===== src/rtl/pq_cmd_initiator.sv =====
// Command-side initiator for one hwpq priority queue (max-first).
// Latency: refused ops and PEEK respond the cycle after accept; issued ops
//   respond W+1 cycles after accept (W = per-op settle time).
// Backpressure: o_op_ready only in IDLE; response held until i_rsp_ready.
//
// Ports:
//   i_CLK, i_RST                 clock, async active-high reset
//   i_op_*/o_op_ready            request channel (code, key)
//   o_rsp_*/i_rsp_ready          response channel (top value, status)
//   o_pq_wrt/o_pq_read/o_pq_data registered strobes and key to the queue
//   i_pq_full/i_pq_empty/i_pq_data queue flags and current top value
//   o_drop_cnt                   saturating count of refused requests
module pq_cmd_initiator #(
  parameter int DATA_WIDTH = 16,
  parameter int ENQ_ENA    = 1,
  parameter int ENQ_WAIT   = 128,
  parameter int DEQ_WAIT   = 1,
  parameter int REP_WAIT   = 1,
  parameter int CNT_WIDTH  = 16
) (
  input  logic                  i_CLK,
  input  logic                  i_RST,
  input  logic                  i_op_valid,
  output logic                  o_op_ready,
  input  logic [1:0]            i_op_code,
  input  logic [DATA_WIDTH-1:0] i_op_data,
  output logic                  o_rsp_valid,
  input  logic                  i_rsp_ready,
  output logic [DATA_WIDTH-1:0] o_rsp_data,
  output logic [1:0]            o_rsp_status,
  output logic                  o_pq_wrt,
  output logic                  o_pq_read,
  output logic [DATA_WIDTH-1:0] o_pq_data,
  input  logic                  i_pq_full,
  input  logic                  i_pq_empty,
  input  logic [DATA_WIDTH-1:0] i_pq_data,
  output logic [CNT_WIDTH-1:0]  o_drop_cnt
);

  localparam logic [1:0] OP_ENQ  = 2'b00;
  localparam logic [1:0] OP_DEQ  = 2'b01;
  localparam logic [1:0] OP_REP  = 2'b10;
  localparam logic [1:0] OP_PEEK = 2'b11;

  localparam logic [1:0] ST_OK       = 2'b00;
  localparam logic [1:0] ST_FULL     = 2'b01;
  localparam logic [1:0] ST_EMPTY    = 2'b10;
  localparam logic [1:0] ST_DISABLED = 2'b11;

  // Counter only ever holds W-1, so it is sized for the largest settle time.
  localparam int MAX_WAIT_A = (ENQ_WAIT > DEQ_WAIT) ? ENQ_WAIT : DEQ_WAIT;
  localparam int MAX_WAIT   = (MAX_WAIT_A > REP_WAIT) ? MAX_WAIT_A : REP_WAIT;
  localparam int CW         = (MAX_WAIT > 1) ? $clog2(MAX_WAIT) : 1;

  localparam logic [CW-1:0] ENQ_M1 = CW'(ENQ_WAIT - 1);
  localparam logic [CW-1:0] DEQ_M1 = CW'(DEQ_WAIT - 1);
  localparam logic [CW-1:0] REP_M1 = CW'(REP_WAIT - 1);

  typedef enum logic [1:0] {
    S_IDLE,
    S_ISSUE,
    S_WAIT,
    S_RESP
  } state_t;

  state_t                  state;
  logic [CW-1:0]           wait_cnt;
  logic [CW-1:0]           wait_m1_q;
  logic [DATA_WIDTH-1:0]   pend_data;
  logic [1:0]              pend_status;

  // Decision made on the sampled request and queue flags at the accept edge.
  logic                  dec_wrt;
  logic                  dec_read;
  logic [1:0]            dec_status;
  logic [DATA_WIDTH-1:0] dec_data;
  logic [CW-1:0]         dec_wait_m1;
  logic [DATA_WIDTH-1:0] top_or_zero;

  assign top_or_zero = i_pq_empty ? '0 : i_pq_data;

  always_comb begin
    dec_wrt     = 1'b0;
    dec_read    = 1'b0;
    dec_status  = ST_OK;
    dec_data    = '0;
    dec_wait_m1 = '0;
    case (i_op_code)
      OP_ENQ: begin
        if (ENQ_ENA == 0) begin
          dec_status = ST_DISABLED;
        end else if (i_pq_full) begin
          dec_status = ST_FULL;
        end else begin
          dec_wrt     = 1'b1;
          dec_wait_m1 = ENQ_M1;
        end
      end
      OP_DEQ: begin
        if (i_pq_empty) begin
          dec_status = ST_EMPTY;
        end else begin
          dec_read    = 1'b1;
          dec_data    = i_pq_data;
          dec_wait_m1 = DEQ_M1;
        end
      end
      OP_REP: begin
        // REPLACE is a pop+push in one strobe cycle, legal even when the
        // queue is full or empty, and unaffected by ENQ_ENA.
        dec_wrt     = 1'b1;
        dec_read    = 1'b1;
        dec_data    = top_or_zero;
        dec_wait_m1 = REP_M1;
      end
      OP_PEEK: begin
        dec_data = top_or_zero;
      end
      default: begin
        dec_status = ST_OK;
      end
    endcase
  end

  always_ff @(posedge i_CLK or posedge i_RST) begin
    if (i_RST) begin
      state        <= S_IDLE;
      wait_cnt     <= '0;
      wait_m1_q    <= '0;
      pend_data    <= '0;
      pend_status  <= ST_OK;
      o_op_ready   <= 1'b1;
      o_rsp_valid  <= 1'b0;
      o_rsp_data   <= '0;
      o_rsp_status <= ST_OK;
      o_pq_wrt     <= 1'b0;
      o_pq_read    <= 1'b0;
      o_pq_data    <= '0;
      o_drop_cnt   <= '0;
    end else begin
      case (state)
        S_IDLE: begin
          if (i_op_valid) begin
            o_op_ready <= 1'b0;
            if (dec_status != ST_OK && o_drop_cnt != '1) begin
              o_drop_cnt <= o_drop_cnt + CNT_WIDTH'(1);
            end
            if (dec_wrt || dec_read) begin
              state       <= S_ISSUE;
              o_pq_wrt    <= dec_wrt;
              o_pq_read   <= dec_read;
              o_pq_data   <= i_op_data;
              wait_m1_q   <= dec_wait_m1;
              pend_data   <= dec_data;
              pend_status <= dec_status;
            end else begin
              state        <= S_RESP;
              o_rsp_valid  <= 1'b1;
              o_rsp_data   <= dec_data;
              o_rsp_status <= dec_status;
            end
          end
        end
        S_ISSUE: begin
          o_pq_wrt  <= 1'b0;
          o_pq_read <= 1'b0;
          o_pq_data <= '0;
          wait_cnt  <= wait_m1_q;
          // The strobe cycle itself is the first settle cycle, so W=1 needs
          // no WAIT cycles and the response follows immediately.
          if (wait_m1_q == '0) begin
            state        <= S_RESP;
            o_rsp_valid  <= 1'b1;
            o_rsp_data   <= pend_data;
            o_rsp_status <= pend_status;
          end else begin
            state <= S_WAIT;
          end
        end
        S_WAIT: begin
          wait_cnt <= wait_cnt - CW'(1);
          // Leaving on count 1 keeps rsp_valid at exactly W+1 cycles after
          // accept while the counter still runs W-1 down to 0.
          if (wait_cnt == CW'(1)) begin
            state        <= S_RESP;
            o_rsp_valid  <= 1'b1;
            o_rsp_data   <= pend_data;
            o_rsp_status <= pend_status;
          end
        end
        S_RESP: begin
          if (i_rsp_ready) begin
            state        <= S_IDLE;
            o_op_ready   <= 1'b1;
            o_rsp_valid  <= 1'b0;
            o_rsp_data   <= '0;
            o_rsp_status <= ST_OK;
          end
        end
        default: begin
          state      <= S_IDLE;
          o_op_ready <= 1'b1;
        end
      endcase
    end
  end

endmodule


===== config.mk =====
export PLATFORM = sky130hd
export DESIGN_NAME = pq_cmd_initiator
export DESIGN_NICKNAME = d
export VERILOG_FILES = /design/src/rtl/pq_cmd_initiator.sv
export SDC_FILE = /design/constraint.sdc
export NUM_CORES = 1
export LEC_CHECK = 0
export CELL_PAD_IN_SITES_DETAIL_PLACEMENT = 0
export CELL_PAD_IN_SITES_GLOBAL_PLACEMENT = 1
export CORE_ASPECT_RATIO = 0.8
export CORE_MARGIN = 3
export CORE_UTILIZATION = 41
export DETAILED_ROUTE_END_ITERATION = 6
export GPL_TIMING_DRIVEN = 0
export PLACE_DENSITY = 0.89
export SLEW_MARGIN = 20
export SYNTH_ARGS = -nofsm -noshare
export SYNTH_HDL_FRONTEND = slang
export SYNTH_SLANG_ARGS = --single-unit

===== constraint.sdc =====
create_clock -name i_CLK -period 7 [get_ports i_CLK]
set_input_delay 1.4 -clock i_CLK [delete_from_list [all_inputs] [get_ports i_CLK]]
set_output_delay 1.4 -clock i_CLK [all_outputs]
set_load 0.01 [all_outputs]

# ---- After elaboration in Yosys (flattened, before gate mapping)
# Index checks and enable logic that the tools add are counted.
dict set report word_totals {
  output_inout_bits 54
  reg_bits 88
  word_cells 92
}
dict set report op_classes {
  reduce_logical 16
  n_eq_ne 14
  n_mux 47
  addsub 2
}
# cell count
set ops {}
lappend ops {{16-bit 2-to-1 mux} 9}
lappend ops {{16-bit one-hot mux with 4 select lines} 1}
lappend ops {{16-bit one-hot mux with 2 select lines} 1}
lappend ops {{2-bit 2-to-1 mux} 9}
lappend ops {{16-bit by 1-bit adder with 16-bit output (second input constant)} 1}
lappend ops {{16-bit inequality test (second input constant)} 1}
lappend ops {{2-bit one-hot mux with 4 select lines} 2}
lappend ops {{1-bit 2-to-1 mux} 15}
lappend ops {{3-bit AND reduction} 5}
lappend ops {{7-bit 2-to-1 mux} 2}
lappend ops {{7-bit one-hot mux with 2 select lines} 1}
lappend ops {{2-bit inequality test (second input constant)} 6}
lappend ops {{1-bit one-hot mux with 2 select lines} 5}
lappend ops {{2-bit == test (second input constant)} 4}
lappend ops {{2-bit nonzero test} 4}
lappend ops {{7-bit by 1-bit == test with 1-bit output (second input constant)} 1}
lappend ops {{7-bit logical NOT} 1}
lappend ops {{7-bit by 1-bit subtractor with 7-bit output (second input constant)} 1}
lappend ops {{5-bit AND reduction} 1}
lappend ops {{2-bit by 1-bit == test with 1-bit output (second input constant)} 2}
lappend ops {{2-bit logical NOT} 2}
lappend ops {{1-bit one-hot mux with 4 select lines} 1}
lappend ops {{2-bit one-hot mux with 2 select lines} 1}
lappend ops {{3-bit OR reduction} 1}
lappend ops {{2 further kinds} 2}

# ---- Longest topological paths before layout
dict set report depth {
  word_depth 6
  ltp_mapped 9
  depth_no_buf 6
}

# ---- Worst setup path after synthesis
# No wires, ideal clock.
dict set report synth_timing {
  path_type {input port to flip-flop}
  from {input i_op_code[0]}
  to {register o_pq_data[0]}
  setup_ns 0.065
  stages 7
  n_path_buf 1
  slack_ns 3.842
  arrival_ns 3.092
  required_time_ns 6.935
  path_cell_list {inv_1 -> ha_1 -> and3b_2 -> o311ai_2 -> a21boi_1 -> buf_2 -> a22o_1}
}
dict set report synth_via {
  elab_chain_cells 5
}
# item line_no
set synth_rtl {}
lappend synth_rtl {{start: declaration} 25} ;# input logic [1:0] i_op_code,
lappend synth_rtl {{2-bit == test (tied with other cells)} 88} ;# case (i_op_code)
lappend synth_rtl {{1-bit one-hot mux with 2 select lines} 88}
lappend synth_rtl {{1-bit logical OR *} 148} ;# if (dec_wrt || dec_read) begin
lappend synth_rtl {{2-bit inequality test (no line) *} --}
lappend synth_rtl {{3-bit AND reduction (no line) *} --}
lappend synth_rtl {{end signal: assignment} 152} ;# o_pq_data <= i_op_data;
lappend synth_rtl {{end: declaration} 33} ;# output logic [DATA_WIDTH-1:0] o_pq_data,
# Every way passes the cells marked *; elsewhere a longest branch is shown, timed or not.
# A chain may end at the register's enable or synchronous reset.

# ---- Worst setup path in the final report
dict set report layout_timing {
  from {input i_op_code[0]}
  to {register o_pq_data[1]}
}
# The elaborated chain is that of the path after synthesis.

==> metrics.txt <==
worst setup margin 3232 ps; clock sink count 82; fin. max-slew vios 0; first-pass GRT wire length 16080 um; total CTS buffers 9; CP Launch Type input pin; share of layout cells above drive strength 1 a little over a tenth; net count after synthesis 419; antenna cells 0; number of enable flip-flop cells after synthesis 0; Post CTS Setup Buffer Count 0; P_sw 0.7808 mW; crit-path max FO 10; synth top area cells dfrtp_1, nand2_1, o21ai_0, a22o_1, ha_1; drt first pass iters 7; Synth Instances 368; worst rel slew slack 37.58%; achievable clock frequency 265.4 MHz; Pleak 2.350 nW; Layout area overhead 37.90%; CP required 7280 ps; minimum clock period approximately 3800 ps; CTS Root Cell clkbuf_16; commonest cells in the netlist dfrtp_1, nand2_1, o21ai_0; CTS tree yes; part of the power in registers 33.6%; gr usage total 19.10%; Sw Ratio 34.25%; syn_area_per_cell around 11 um^2; Chip Height 93.29 um; WL/cell 15.94 um; H-tree Lvls 3; Post-CTS Hold Fix Bufs 0; Max-Cap Viols 0; actual slew at the worst max-slew pin about 920 ps; routed wire length on met2 roughly 4200 um; unrepaired setup endpoints after global routing no; Pwr Density 423.3 nW/um^2; crit end category register; fin cells 593; DR vias 3142; port buffer count 93; worst skew pair latency between 300 and 400 ps; top-area cell type share of the netlist area 51.91%; yosys warns 0; final wirelength 9452 um; GP Congestion 0.8658; setup violators final 0; synthesized area 3905 um^2; largest net degree at the start of global routing 46; Starting Density a little over two fifths; CP Data Arrival Time 4050 ps; Final Skew 9.441 ps; #FFs+latches synth 82; Setup WS pre-CTS 2860 ps; Distinct cells, synth between 40 and 50; Post-route DRC 0; Highest Signal Layer met4; setup TNS 0 ps; GRT overflow 0; Hold Fails Final Rpt 0; 1st-iter DRT viols 157; count leader, synth dfrtp_1; Yosys top cell by area dfrtp_1; crit path kind input pin to register; Hold Path Class register to register; nets@finish 524; HPWL after detailed placement 6573 um; routed length on met3 582 um; Post-DRT Antenna Nets 0; worst vdd ir 203.4 uV; Main synth FF type dfrtp_1; post-CTS sizing 0; Core ar. 9154 um^2; M1 WL 4609 um; via density per instance 5.298; P_int roughly 1.5 mW; status finished, final reports clean; standard-cell rows 31; FFs w/ async S/R, synth 100.0%; total power 2.279 mW; post-route clock period utilization 53.82%; Clock power frac about 26%; die area 10740 um^2; Max clock buf depth 2; vias in the first global route 3191; Die Span X 115.1 um; sequential area share after synthesis 52.58%; placed insts 577; # IOs 94; Comb pwr share 40.5%; Clk pin slew, worst setup/hold paths ~60 ps; initial antenna violation count 0
per-layer routing:
layer | vias to the layer above | track usage [%]
li1 | 1525 | -
met1 | 1508 | 27.42
met5 | - | 0
met4 | 0 | 4.399
met2 | 103 | 27.89
met3 | 6 | 6.533
worst max-delay path, stage by stage:
cell,delay [ps]
clkdlybuf4s50_1,510
inv_1,80
ha_1,310
and3b_2,230
o311ai_2,500
a21boi_1,530
buf_2,310
a22o_1,160
cell usage in the layout, fill, tap and decap left out, drive strengths merged, types with 2 or more instances in the layout:
cell type / Yosys / final
nand4: 9 / 9
o21ai: 42 / 42
a21oi: 16 / 16
xor2: 3 / 3
nand2: 64 / 64
nor4b: 2 / 2
clkdlybuf4s50: 0 / 93
bufinv: 0 / 4
buf: 3 / 4
a31o: 2 / 2
o2111ai: 2 / 2
dfrtp: 81 / 81
clkbuf: 13 / 23
nand2b: 2 / 2
xnor2: 12 / 12
and3: 3 / 3
a21boi: 2 / 2
inv: 14 / 15
mux2i: 2 / 2
nand3: 10 / 10
nor3: 6 / 6
or3: 3 / 3
ha: 11 / 11
nor2b: 2 / 2
mux2: 20 / 20
and4: 3 / 3
nor2: 7 / 7
a22o: 17 / 17
logic make-up after synthesis:
family                   synth area share [%]
adder cells (fa/ha/maj)                 3.524
AO/OA/AOI/OAI                           15.80
flip-flops                              52.58
XOR/XNOR                                3.364
AND/OR/NAND/NOR                         14.16
multiplexers                            7.145
buffers and inverters                   3.428
power groups by stage:
stage | clock network (mW) | logic (mW) | registers, mW
final | 0.591 | 0.924 | 0.765
after global routing | 0.623 | 1.03 | 0.788
after global placement | 0 | 0.902 | 0.762
after detailed placement | 0 | 0.927 | 0.768
after floorplan | 0 | 0.533 | 0.791
after CTS | 0.603 | 0.934 | 0.764
flip-flops by register name (all words and copies together), names as in the netlist, 2 cells and up:
name and cells:
wait_cnt 7, pend_status 2, o_rsp_data 16, o_rsp_status 2, o_drop_cnt 16, pend_data 16
state 2, o_pq_data 16
path summary, 6_finish.rpt:
check / from / to / slack (ps) / cells after the start
worst max-delay path: i_op_code[0] / o_pq_data[1]$_DFFE_PP0P_ / 3230 / 8
worst min-delay path: pend_data[7]$_DFFE_PP0P_ / pend_data[7]$_DFFE_PP0P_ / 480 / 2
worst max register to register: state[0]$_DFFE_PP0P_ / o_rsp_data[2]$_DFFE_PP0P_ / 4320 / 8
worst min register to register: pend_data[7]$_DFFE_PP0P_ / pend_data[7]$_DFFE_PP0P_ / 480 / 2
max in group asynchronous: i_RST / o_rsp_status[0]$_DFFE_PP0P_ / 4970 / 3
min in group asynchronous: i_RST / o_drop_cnt[14]$_DFFE_PP0P_ / 1440 / 2
stage by stage:
step,cell area [um^2],util [%],hold WS (ps)
finish,5385,58.83,484.9
detailed placement,5010,54.73,470.9
global route,5385,58.83,504.1
floorplan,3905,-,449.5
CTS,5385,58.83,485.4
global placement,4980,54.40,461.3
cell type report:
cell class                      count  area (um^2)
Sequential cell                    82         2053
Inverter                           14        55.05
Tap cell                          115        143.9
Clock buffer                       10        239.0
Buffer                             17        81.33
Multi-Input combinational cell    255         1718
Clock inverter                      6        136.4
Fill cell                         785         3769
Timing Repair Buffer               94        958.4
Power figures use the tool's default switching activity.
